<file path="config.mk">
export PLATFORM = sky130hd
export DESIGN_NAME = acc_pipe_core_flat
export DESIGN_NICKNAME = d
export VERILOG_FILES = /design/src/rtl/acc_pipe_core_if.sv /design/src/rtl/acc_pipe_core.sv /design/src/flat_wrapper.sv
export SDC_FILE = /design/constraint.sdc
export NUM_CORES = 1
export LEC_CHECK = 0
export CORE_MARGIN = 3
export CORE_UTILIZATION = 50
export CTS_BUF_LIST = sky130_fd_sc_hd__clkbuf_2 sky130_fd_sc_hd__clkbuf_4 sky130_fd_sc_hd__clkbuf_8
export DETAILED_ROUTE_END_ITERATION = 6
export GPL_TIMING_DRIVEN = 0
export PLACE_DENSITY = 0.77
export SYNTH_ARGS = -nofsm -noshare
export SYNTH_HDL_FRONTEND = slang
export SYNTH_SLANG_ARGS = --single-unit
</file>
<file path="constraint.sdc">
create_clock -name clk -period 7.2 [get_ports clk]
set_input_delay 0.72 -clock clk [delete_from_list [all_inputs] [get_ports clk]]
set_output_delay 0.72 -clock clk [all_outputs]
set_load 0.02 [all_outputs]
</file>
<file path="src/rtl/acc_pipe_core_if.sv">
`default_nettype none
// ============================================================================
//  Module   : acc_pipe_core_if
//  Purpose  : Harvard memory bundle of acc_pipe_core. Port 0 is the
//             combinational-read instruction SRAM, port 1 is the
//             combinational-read / edge-write data SRAM.
//  Revision : 1.0  initial release
// ============================================================================
interface acc_pipe_core_if #(
    parameter int DATA_WIDTH = 16,
    parameter int ADDR_WIDTH = 12
);
    logic [DATA_WIDTH-1:0] inst_in;
    logic [DATA_WIDTH-1:0] data_in;
    logic [ADDR_WIDTH-1:0] addr_0;
    logic [ADDR_WIDTH-1:0] addr_1;
    logic [DATA_WIDTH-1:0] data_out;
    logic                  we_n;

    // Core side
    modport master (
        input  inst_in, data_in,
        output addr_0, addr_1, data_out, we_n
    );

    // Memory side
    modport slave (
        output inst_in, data_in,
        input  addr_0, addr_1, data_out, we_n
    );
endinterface
`default_nettype wire

</file>
<file path="src/rtl/acc_pipe_core.sv">
`default_nettype none
// ============================================================================
//  Module   : acc_pipe_core
//  Purpose  : Three-stage (IF -> OF -> EX) pipelined accumulator CPU for the
//             16-bit basic-computer instruction set, with interlocks,
//             branch/skip flushing, multi-cycle indirect addressing and HLT.
//  Revision : 1.0  initial release
// ============================================================================
module acc_pipe_core #(
    parameter int DATA_WIDTH = 16,
    parameter int ADDR_WIDTH = 12,
    parameter int PC_RESET   = 0
) (
    input  wire                    clk,
    input  wire                    reset,
    acc_pipe_core_if.master        mem,
    output logic                   halted,
    output logic [DATA_WIDTH-1:0]  ac_out,
    output logic                   e_out,
    output logic                   retire
);
    localparam logic [2:0] c_OP_AND = 3'd0;
    localparam logic [2:0] c_OP_ADD = 3'd1;
    localparam logic [2:0] c_OP_LDA = 3'd2;
    localparam logic [2:0] c_OP_STA = 3'd3;
    localparam logic [2:0] c_OP_BUN = 3'd4;
    localparam logic [2:0] c_OP_BSA = 3'd5;
    localparam logic [2:0] c_OP_ISZ = 3'd6;
    localparam logic [2:0] c_OP_RR  = 3'd7;

    // Architectural and pipeline state
    logic [ADDR_WIDTH-1:0] pc_q;
    logic [DATA_WIDTH-1:0] ac_q;
    logic                  e_q, halted_q, retire_q;
    logic                  of_valid_q, of_ind_done_q;
    logic [DATA_WIDTH-1:0] of_inst_q;
    logic [ADDR_WIDTH-1:0] of_pc_q, of_ea_q;
    logic                  ex_valid_q;
    logic [DATA_WIDTH-1:0] ex_inst_q, ex_opnd_q;
    logic [ADDR_WIDTH-1:0] ex_pc_q, ex_ea_q;

    // ---------------- OF decode ----------------
    logic [2:0]            w_of_op;
    logic                  w_of_need_ind, w_of_need_opnd, w_of_reads;
    logic                  w_of_exit, w_of_accept, w_stall;
    logic [ADDR_WIDTH-1:0] w_of_ea, w_of_rd_addr;

    assign w_of_op        = of_inst_q[DATA_WIDTH-2:DATA_WIDTH-4];
    assign w_of_need_ind  = of_valid_q && (w_of_op != c_OP_RR) &&
                            of_inst_q[DATA_WIDTH-1] && !of_ind_done_q;
    assign w_of_need_opnd = (w_of_op == c_OP_AND) || (w_of_op == c_OP_ADD) ||
                            (w_of_op == c_OP_LDA) || (w_of_op == c_OP_ISZ);
    assign w_of_ea        = of_ind_done_q ? of_ea_q : of_inst_q[ADDR_WIDTH-1:0];
    assign w_of_reads     = w_of_need_ind || (of_valid_q && w_of_need_opnd);
    assign w_of_rd_addr   = w_of_need_ind ? of_inst_q[ADDR_WIDTH-1:0] : w_of_ea;

    // ---------------- EX decode ----------------
    logic [2:0]            w_ex_op;
    logic                  w_ex_wr, w_wr_en;
    logic [DATA_WIDTH-1:0] w_ac_d, w_wdata, w_isz_res;
    logic                  w_e_d, w_redirect, w_hlt;
    logic [ADDR_WIDTH-1:0] w_target;

    assign w_ex_op   = ex_inst_q[DATA_WIDTH-2:DATA_WIDTH-4];
    assign w_ex_wr   = ex_valid_q && ((w_ex_op == c_OP_STA) ||
                       (w_ex_op == c_OP_BSA) || (w_ex_op == c_OP_ISZ));
    // A write whose commit edge coincides with reset is dropped.
    assign w_wr_en   = w_ex_wr && !reset;
    assign w_isz_res = ex_opnd_q + DATA_WIDTH'(1);

    // The EX write owns the data port, so any OF read waits a cycle.
    assign w_stall     = w_ex_wr && w_of_reads;
    assign w_of_exit   = of_valid_q && !w_of_need_ind && !w_stall;
    assign w_of_accept = !of_valid_q || w_of_exit;

    // EX stage: next AC/E, write data, redirect and halt decisions
    always_comb begin
        w_ac_d     = ac_q;
        w_e_d      = e_q;
        w_wdata    = '0;
        w_redirect = 1'b0;
        w_hlt      = 1'b0;
        w_target   = ex_pc_q + ADDR_WIDTH'(2);
        if (ex_valid_q) begin
            case (w_ex_op)
                c_OP_AND: w_ac_d = ac_q & ex_opnd_q;
                c_OP_ADD: {w_e_d, w_ac_d} = {1'b0, ac_q} + {1'b0, ex_opnd_q};
                c_OP_LDA: w_ac_d = ex_opnd_q;
                c_OP_STA: w_wdata = ac_q;
                c_OP_BUN: begin
                    w_redirect = 1'b1;
                    w_target   = ex_ea_q;
                end
                c_OP_BSA: begin
                    w_wdata    = {{(DATA_WIDTH-ADDR_WIDTH){1'b0}}, ex_pc_q + ADDR_WIDTH'(1)};
                    w_redirect = 1'b1;
                    w_target   = ex_ea_q + ADDR_WIDTH'(1);
                end
                c_OP_ISZ: begin
                    w_wdata    = w_isz_res;
                    w_redirect = (w_isz_res == '0);
                end
                default: begin
                    // I/O space (I=1) is a NOP; register-reference needs one hot bit.
                    if (!ex_inst_q[DATA_WIDTH-1]) begin
                        case (ex_inst_q[11:0])
                            12'h800: w_ac_d = '0;
                            12'h400: w_e_d  = 1'b0;
                            12'h200: w_ac_d = ~ac_q;
                            12'h100: w_e_d  = ~e_q;
                            12'h080: begin
                                w_ac_d = {e_q, ac_q[DATA_WIDTH-1:1]};
                                w_e_d  = ac_q[0];
                            end
                            12'h040: begin
                                w_ac_d = {ac_q[DATA_WIDTH-2:0], e_q};
                                w_e_d  = ac_q[DATA_WIDTH-1];
                            end
                            12'h020: w_ac_d     = ac_q + DATA_WIDTH'(1);
                            12'h010: w_redirect = !ac_q[DATA_WIDTH-1];
                            12'h008: w_redirect = ac_q[DATA_WIDTH-1];
                            12'h004: w_redirect = (ac_q == '0);
                            12'h002: w_redirect = !e_q;
                            12'h001: w_hlt      = 1'b1;
                            default: ;
                        endcase
                    end
                end
            endcase
        end
    end

    // Pipeline advance: EX completion first, then OF -> EX, then IF -> OF
    always_ff @(posedge clk) begin
        if (reset) begin
            pc_q          <= ADDR_WIDTH'(PC_RESET);
            ac_q          <= '0;
            e_q           <= 1'b0;
            halted_q      <= 1'b0;
            retire_q      <= 1'b0;
            of_valid_q    <= 1'b0;
            of_ind_done_q <= 1'b0;
            of_inst_q     <= '0;
            of_pc_q       <= '0;
            of_ea_q       <= '0;
            ex_valid_q    <= 1'b0;
            ex_inst_q     <= '0;
            ex_opnd_q     <= '0;
            ex_pc_q       <= '0;
            ex_ea_q       <= '0;
        end else begin
            retire_q <= ex_valid_q;
            ac_q     <= w_ac_d;
            e_q      <= w_e_d;
            if (w_hlt) begin
                // PC stays where it is; younger work is discarded.
                halted_q   <= 1'b1;
                of_valid_q <= 1'b0;
                ex_valid_q <= 1'b0;
            end else if (w_redirect) begin
                // Flush wins over any stall in the same cycle.
                pc_q       <= w_target;
                of_valid_q <= 1'b0;
                ex_valid_q <= 1'b0;
            end else begin
                ex_valid_q <= w_of_exit;
                if (w_of_exit) begin
                    ex_inst_q <= of_inst_q;
                    ex_pc_q   <= of_pc_q;
                    ex_ea_q   <= w_of_ea;
                    ex_opnd_q <= mem.data_in;
                end
                if (w_of_accept) begin
                    of_valid_q <= !halted_q;
                    if (!halted_q) begin
                        of_inst_q     <= mem.inst_in;
                        of_pc_q       <= pc_q;
                        of_ind_done_q <= 1'b0;
                        pc_q          <= pc_q + ADDR_WIDTH'(1);
                    end
                end else if (w_of_need_ind && !w_stall) begin
                    of_ind_done_q <= 1'b1;
                    of_ea_q       <= mem.data_in[ADDR_WIDTH-1:0];
                end
            end
        end
    end

    assign mem.addr_0   = pc_q;
    assign mem.addr_1   = w_ex_wr    ? ex_ea_q :
                          w_of_reads ? w_of_rd_addr : '0;
    assign mem.data_out = w_wr_en ? w_wdata : '0;
    assign mem.we_n     = !w_wr_en;

    assign halted = halted_q;
    assign ac_out = ac_q;
    assign e_out  = e_q;
    assign retire = retire_q;
endmodule
`default_nettype wire

</file>
<file path="src/flat_wrapper.sv">
// flat-port wrapper written by rule: the top's interface ports become plain ports
module acc_pipe_core_flat 
#(
    parameter int DATA_WIDTH = 16,
    parameter int ADDR_WIDTH = 12,
    parameter int PC_RESET   = 0
)
  (clk, reset, halted, ac_out, e_out, retire, mem_inst_in, mem_data_in, mem_addr_0, mem_addr_1, mem_data_out, mem_we_n);
  acc_pipe_core_if #(.DATA_WIDTH(DATA_WIDTH), .ADDR_WIDTH(ADDR_WIDTH)) mem_i ();
  input  wire clk;
  input  wire reset;
  output logic halted;
  output logic [DATA_WIDTH-1:0] ac_out;
  output logic e_out;
  output logic retire;
  input wire logic [$bits(mem_i.inst_in)-1:0] mem_inst_in;
  input wire logic [$bits(mem_i.data_in)-1:0] mem_data_in;
  output wire logic [$bits(mem_i.addr_0)-1:0] mem_addr_0;
  output wire logic [$bits(mem_i.addr_1)-1:0] mem_addr_1;
  output wire logic [$bits(mem_i.data_out)-1:0] mem_data_out;
  output wire logic [$bits(mem_i.we_n)-1:0] mem_we_n;
  assign mem_i.inst_in = mem_inst_in;
  assign mem_i.data_in = mem_data_in;
  assign mem_addr_0 = mem_i.addr_0;
  assign mem_addr_1 = mem_i.addr_1;
  assign mem_data_out = mem_i.data_out;
  assign mem_we_n = mem_i.we_n;
  acc_pipe_core #(.DATA_WIDTH(DATA_WIDTH), .ADDR_WIDTH(ADDR_WIDTH), .PC_RESET(PC_RESET)) u_core (.clk(clk), .reset(reset), .mem(mem_i), .halted(halted), .ac_out(ac_out), .e_out(e_out), .retire(retire));
endmodule
</file>
# After elaboration in Yosys (flattened, before gate mapping)
# Index checks and enable logic that the tools add are counted.
totals:
  out_inout_bits: 60
  in_bits: 34
  wordCells: 133
  ff_bits: 130
classes:
  n_reduce_logical: 47
  n_eq_ne: 26
  n_bitwise: 9
  n_addsub: 7
  n_mux: 29
op_table:
  columns: ["cell", "n"]
  rows:
  - ["$mux W12", 8]
  - ["$pmux W16 S5", 1]
  - ["$pmux W16 S4", 1]
  - ["$mux W16", 3]
  - ["$pmux W16 S3", 1]
  - ["$add A12 B1 Y12 const B", 3]
  - ["$add A16 B1 Y16 const B", 2]
  - ["$logic_not A16 Y1", 2]
  - ["$pmux W12 S2", 1]
  - ["$reduce_and A4 Y1", 5]
  - ["$add A16 B16 Y17", 1]
  - ["$and A16 B16 Y16", 1]
  - ["$not A16 Y16", 1]
  - ["$add A12 B2 Y12 const B", 1]
  - ["$eq A12 B1 Y1 const B", 1]
  - ["$eq A12 B10 Y1 const B", 1]
  - ["$eq A12 B11 Y1 const B", 1]
  - ["$eq A12 B12 Y1 const B", 1]
  - ["$eq A12 B2 Y1 const B", 1]
  - ["$eq A12 B3 Y1 const B", 1]
  - ["$eq A12 B4 Y1 const B", 1]
  - ["$eq A12 B5 Y1 const B", 1]
  - ["$eq A12 B6 Y1 const B", 1]
  - ["$eq A12 B7 Y1 const B", 1]
  - ["26 further kinds", 77]

# Logic depth before layout (Yosys ltp)
logic_depth:
  ltp_word: 12
  ltp_mapped: 13
  depth_no_buf: 10

# Worst setup path after synthesis
# Ideal clock, no wire load.
synth_path:
  kind: "register to register"
  start: "register u_core.ac_q[0] (netlist: u_core.ac_out[0])"
  end: "register u_core.e_q (netlist: u_core.e_out)"
  n_path_buf: 0
  setup_slack_ns: 4.348
  required_ns: 7.068
  path_stages_with_launch: 11
  setup_time_ns: 0.132
  period_less_slack_ns: 2.852
  arrival_ns: 2.720
  path_cell_list: "dfxtp_1 -> ha_1 -> fa_1 -> a21oi_1 -> o211ai_1 -> o41ai_1 -> o221ai_1 -> a21o_1 -> a211oi_1 -> or3_1 -> a21oi_1"
synth_between:
  elab_chain_len: 3
  word_cells_on_any_way: 4
  classes_between: "1 x add/sub; 3 x mux"
synth_lines:
  columns: ["item", "line", "source"]
  rows:
  - ["start: declaration", "acc_pipe_core.sv:33", "logic [DATA_WIDTH-1:0] ac_q;"]
  - ["start signal: assignment", "acc_pipe_core.sv:153", "ac_q <= w_ac_d;"]
  - ["branches (longest 2 deep; another with $add A16 B16 Y17)", null, null]
  - ["$pmux W1 S2 (*)", "acc_pipe_core.sv:85", "case (w_ex_op)"]
  - ["end signal: assignment", "acc_pipe_core.sv:154", "e_q <= w_e_d;"]
  - ["end: declaration", "acc_pipe_core.sv:34", "logic e_q, halted_q, retire_q;"]
# Mark *: on every way between the ends. The select of a mux whose other input is x is not followed.
# A chain may end at the register's enable or synchronous reset.

# Worst setup path in the final report
layout_path:
  start: "register u_core.ex_inst_q[14]"
  end: "output port mem_data_out[5]"
layout_between:
  elab_chain_len: 6
  word_cells_on_any_way: 10
  classes_between: "3 x eq/ne; 3 x mux; 4 x reduce/logical"
layout_lines:
  columns: ["item", "line", "source"]
  rows:
  - ["start: declaration", "acc_pipe_core.sv:39", "logic [DATA_WIDTH-1:0] ex_inst_q, ex_opnd_q;"]
  - ["start signal: assignment", "acc_pipe_core.sv:168", "ex_inst_q <= of_inst_q;"]
  - ["branches (longest 5 deep; another with $pmux W16 S3)", null, null]
  - ["$mux W16 (*)", "acc_pipe_core.sv:192", "assign mem.data_out = w_wr_en ? w_wdata : '0;"]
  - ["end: declaration", "flat_wrapper.sv:20", "output wire logic [$bits(mem_i.data_out)-1:0] mem_data_out;"]
# Mark *: on every way between the ends.

==> flow_summary.json <==
{
  "status": "finished, final reports clean",
  "seq_area_frac_synth_pct": 29.02,
  "drt_iter0_drc": 1246,
  "synth-compound-area-share_pct": 22.45,
  "power_switching_uw": 594.1,
  "fin_area_mm2": 0.01059,
  "synth_top_family_by_area": "simple AND/OR/NAND/NOR gates",
  "htreeDepth": 4,
  "synthTopCellsByCount": "262 x nand2_1, 142 x a21oi_1, 130 x dfxtp_1, 102 x nor2_1, 56 x clkbuf_1",
  "hold_buffers": 0,
  "cts_sinks": 130,
  "cp-end-kind": "primary output",
  "grtUsageTotal_pct": 30.08,
  "final.min_clock_period_ns": 3.920,
  "crit_type": "reg2out",
  "vias_per_cell": 6.116,
  "hold_path_class": "reg2reg",
  "top_layer_used": "met4",
  "setup_viol": 0,
  "yosysWarnings": 0,
  "grt_pass1_wl_um": 47220,
  "die_area_mm2": 0.01958,
  "tns_ns": 0,
  "dpl.hpwl_um": 23010,
  "leakagePower_nw": 3.778,
  "yosys.area_share.simple_pct": 27.82,
  "cts_buffers": 17,
  "initial_core_util_pct": 51.49,
  "cts_tree": "yes",
  "nets": 1400,
  "synthCells": 1230,
  "required_ns": 6.48,
  "period_share_pct": 54.45,
  "r2r-start": "u_core.ac_out[0]",
  "synth.most_common_cell": "nand2_1",
  "synth_ff_type": "dfxtp_1",
  "finalNonFillerCells": 1580,
  "synthArstFlopShare_pct": 0,
  "first_pass_iters": 6,
  "fillers": 1638,
  "ys_types": 76,
  "synthTopCellsByArea": "dfxtp_1 29%, nand2_1 11%, a21oi_1 7.9%",
  "wl_per_cell_um": 19.22,
  "path_max_fanout": 10,
  "synth_adder_area_share_pct": 3.432,
  "synth_top_area_share_pct": 29.02,
  "antenna_found_initial": 0,
  "dp_cells": 1548,
  "skew_ns": 0.01146,
  "intPower_mw": 1.239,
  "routabilityCongestion": 0.9322,
  "clk_pin_slew_ns": 0.08,
  "p_per_area_mw_per_mm2": 173.1,
  "wl_met3_um": 3078,
  "startpoint": "u_core.ex_inst_q[14]",
  "port_buffers": 93,
  "wirelength_met1_um": 12710,
  "coreArea_mm2": 0.01742,
  "muxShareOfSynthArea_pct": 4.980,
  "post_cts_resized": 0,
  "power.total_mw": 1.833,
  "reg2reg_depth": 10,
  "syn-cell-area_mm2": 0.008969,
  "combPwrFrac_pct": 20.6,
  "final_layout_size_suffix_gt1_share_pct": 7.601,
  "worstHoldStart": "u_core.of_pc_q[1]",
  "synth_nets": 1288,
  "clkPwrFrac_pct": 35.9,
  "gr-total-overflow": 0,
  "cts_root_buf": "clkbuf_8",
  "cp-start-kind": "flop",
  "yosys.area.top_type": "dfxtp_1",
  "cts.path.max_buffers": 2,
  "dpl_cell_area_mm2": 0.01018,
  "die_h_um": 139.9,
  "drc": 0,
  "post_cts_buffers": 0,
  "insertion_delay_ns": 0.46,
  "syn_area_per_cell_um2": 7.292,
  "synth-seq-cells": 130,
  "vias": 9663,
  "antenna_left": 0,
  "io_pins": 94,
  "met2_wirelength_um": 13500,
  "grt_max_degree": 17,
  "antennaDiodeCount": 0,
  "tightest_slew_ns": 0.9404,
  "grt_pass1_vias": 8703,
  "fmax_mhz": 255.1,
  "hold_violations": 0,
  "synth_edf_count": 0,
  "holdPathStages": 2,
  "sw_frac_of_total_pct": 32.41,
  "std_cell_rows": 48,
  "rsz0062_at_grt": "no",
  "die_w_um": 139.9,
  "drt-total-wl_um": 30370,
  "max_slew_margin_pct": 36.49,
  "cp.arrival_ns": 3.20,
  "final_max_slew_viol_count": 0,
  "p_seq_share_pct": 43.5,
  "synth-xor-area-share_pct": 5.957,
  "ir_worst_vdd_v": 0.0001329,
  "cap_violations": 0,
  "area_growth_pct": 18.11
}
layer usage:
layer / vias to the layer above / global-route usage [%]
met5: - / 0
met4: 0 / 11.42
met3: 80 / 6.897
met2: 518 / 46.72
met1: 4486 / 40.84
li1: 4579 / -
cell usage in the layout, fill, tap and decap left out, drive strengths merged, types with 22 or more instances in the layout:
cell	Yosys	layout
xnor2	33	33
a21oi	144	144
buf	43	43
nand4	22	22
dfxtp	130	130
nor2	102	102
nand3	31	31
xor2	28	28
clkdlybuf4s50	0	93
mux2i	30	30
nand2	262	262
ha	23	23
nor3	30	30
clkbuf	56	77
o21ai	56	56
final cells by class:
type / count / area (µm²) / area share, %
multi-input combinational: 985 / 5797 / 54.72
timing repair buffer: 93 / 930.9 / 8.788
tap: 225 / 281.5 / 2.658
sequential: 130 / 2603 / 24.57
clock inverter: 11 / 128.9 / 1.217
inverter: 16 / 60.06 / 0.5670
clock buffer: 21 / 282.8 / 2.669
buffer: 99 / 509.2 / 4.807
flip-flops by register name, summed over array words and instances, names as in the netlist:
register,cells
u_core.ac_out,16
u_core.ex_inst_q,16
u_core.ex_opnd_q,16
u_core.of_inst_q,16
u_core.ex_ea_q,12
u_core.ex_pc_q,12
u_core.mem.addr_0,12
u_core.of_ea_q,12
u_core.of_pc_q,12
u_core.e_out,1
u_core.ex_valid_q,1
u_core.halted,1
u_core.of_ind_done_q,1
u_core.of_valid_q,1
u_core.retire,1
cells by family after synthesis:
kind of cell	count (synthesis)
XOR/XNOR	61
AO/OA/AOI/OAI	322
multiplexers	43
buffers and inverters	115
adder cells (fa/ha/maj)	24
AND/OR/NAND/NOR	535
flip-flops	130
stage by stage:
stage | utilization [%] | hold slack [ns] | setup slack [ns]
6_report | 60.82 | 0.4532 | 3.280
5_1_grt | 60.82 | 0.4662 | 3.070
4_1_cts | 60.82 | 0.4545 | 3.337
3_5_place_dp | 58.46 | 0.4429 | 3.456
3_3_place_gp | 58.46 | 0.4393 | 3.457
2_1_floorplan | - | 0.4321 | 4.348
critical path, stage by stage, from the launching register on:
cell and delay (ns):
dfxtp_1 0.33, clkbuf_1 0.33, nor2b_1 0.18, clkbuf_1 0.32, and2_1 0.18, clkbuf_1 0.36, a22oi_1 0.12, a21oi_1 0.26
clkdlybuf4s50_1 0.65
power by group through the flow:
stage          Combinational [mW]  Clock, mW  Sequential [mW]
6_report                    0.378      0.657            0.798
3_5_place_dp                0.370          0            0.812
3_3_place_gp                0.366          0            0.811
5_1_grt                     0.408      0.690            0.801
2_1_floorplan               0.236          0            0.807
4_1_cts                     0.372      0.656            0.796
final timing paths:
kind | to | slack, ns
min | u_core.ex_pc_q[1] | 0.45
max | mem_data_out[5] | 3.28
max reg2reg | u_core.e_out | 3.60
min reg2reg | u_core.ex_pc_q[1] | 0.45
Power figures use the tool's default switching activity.
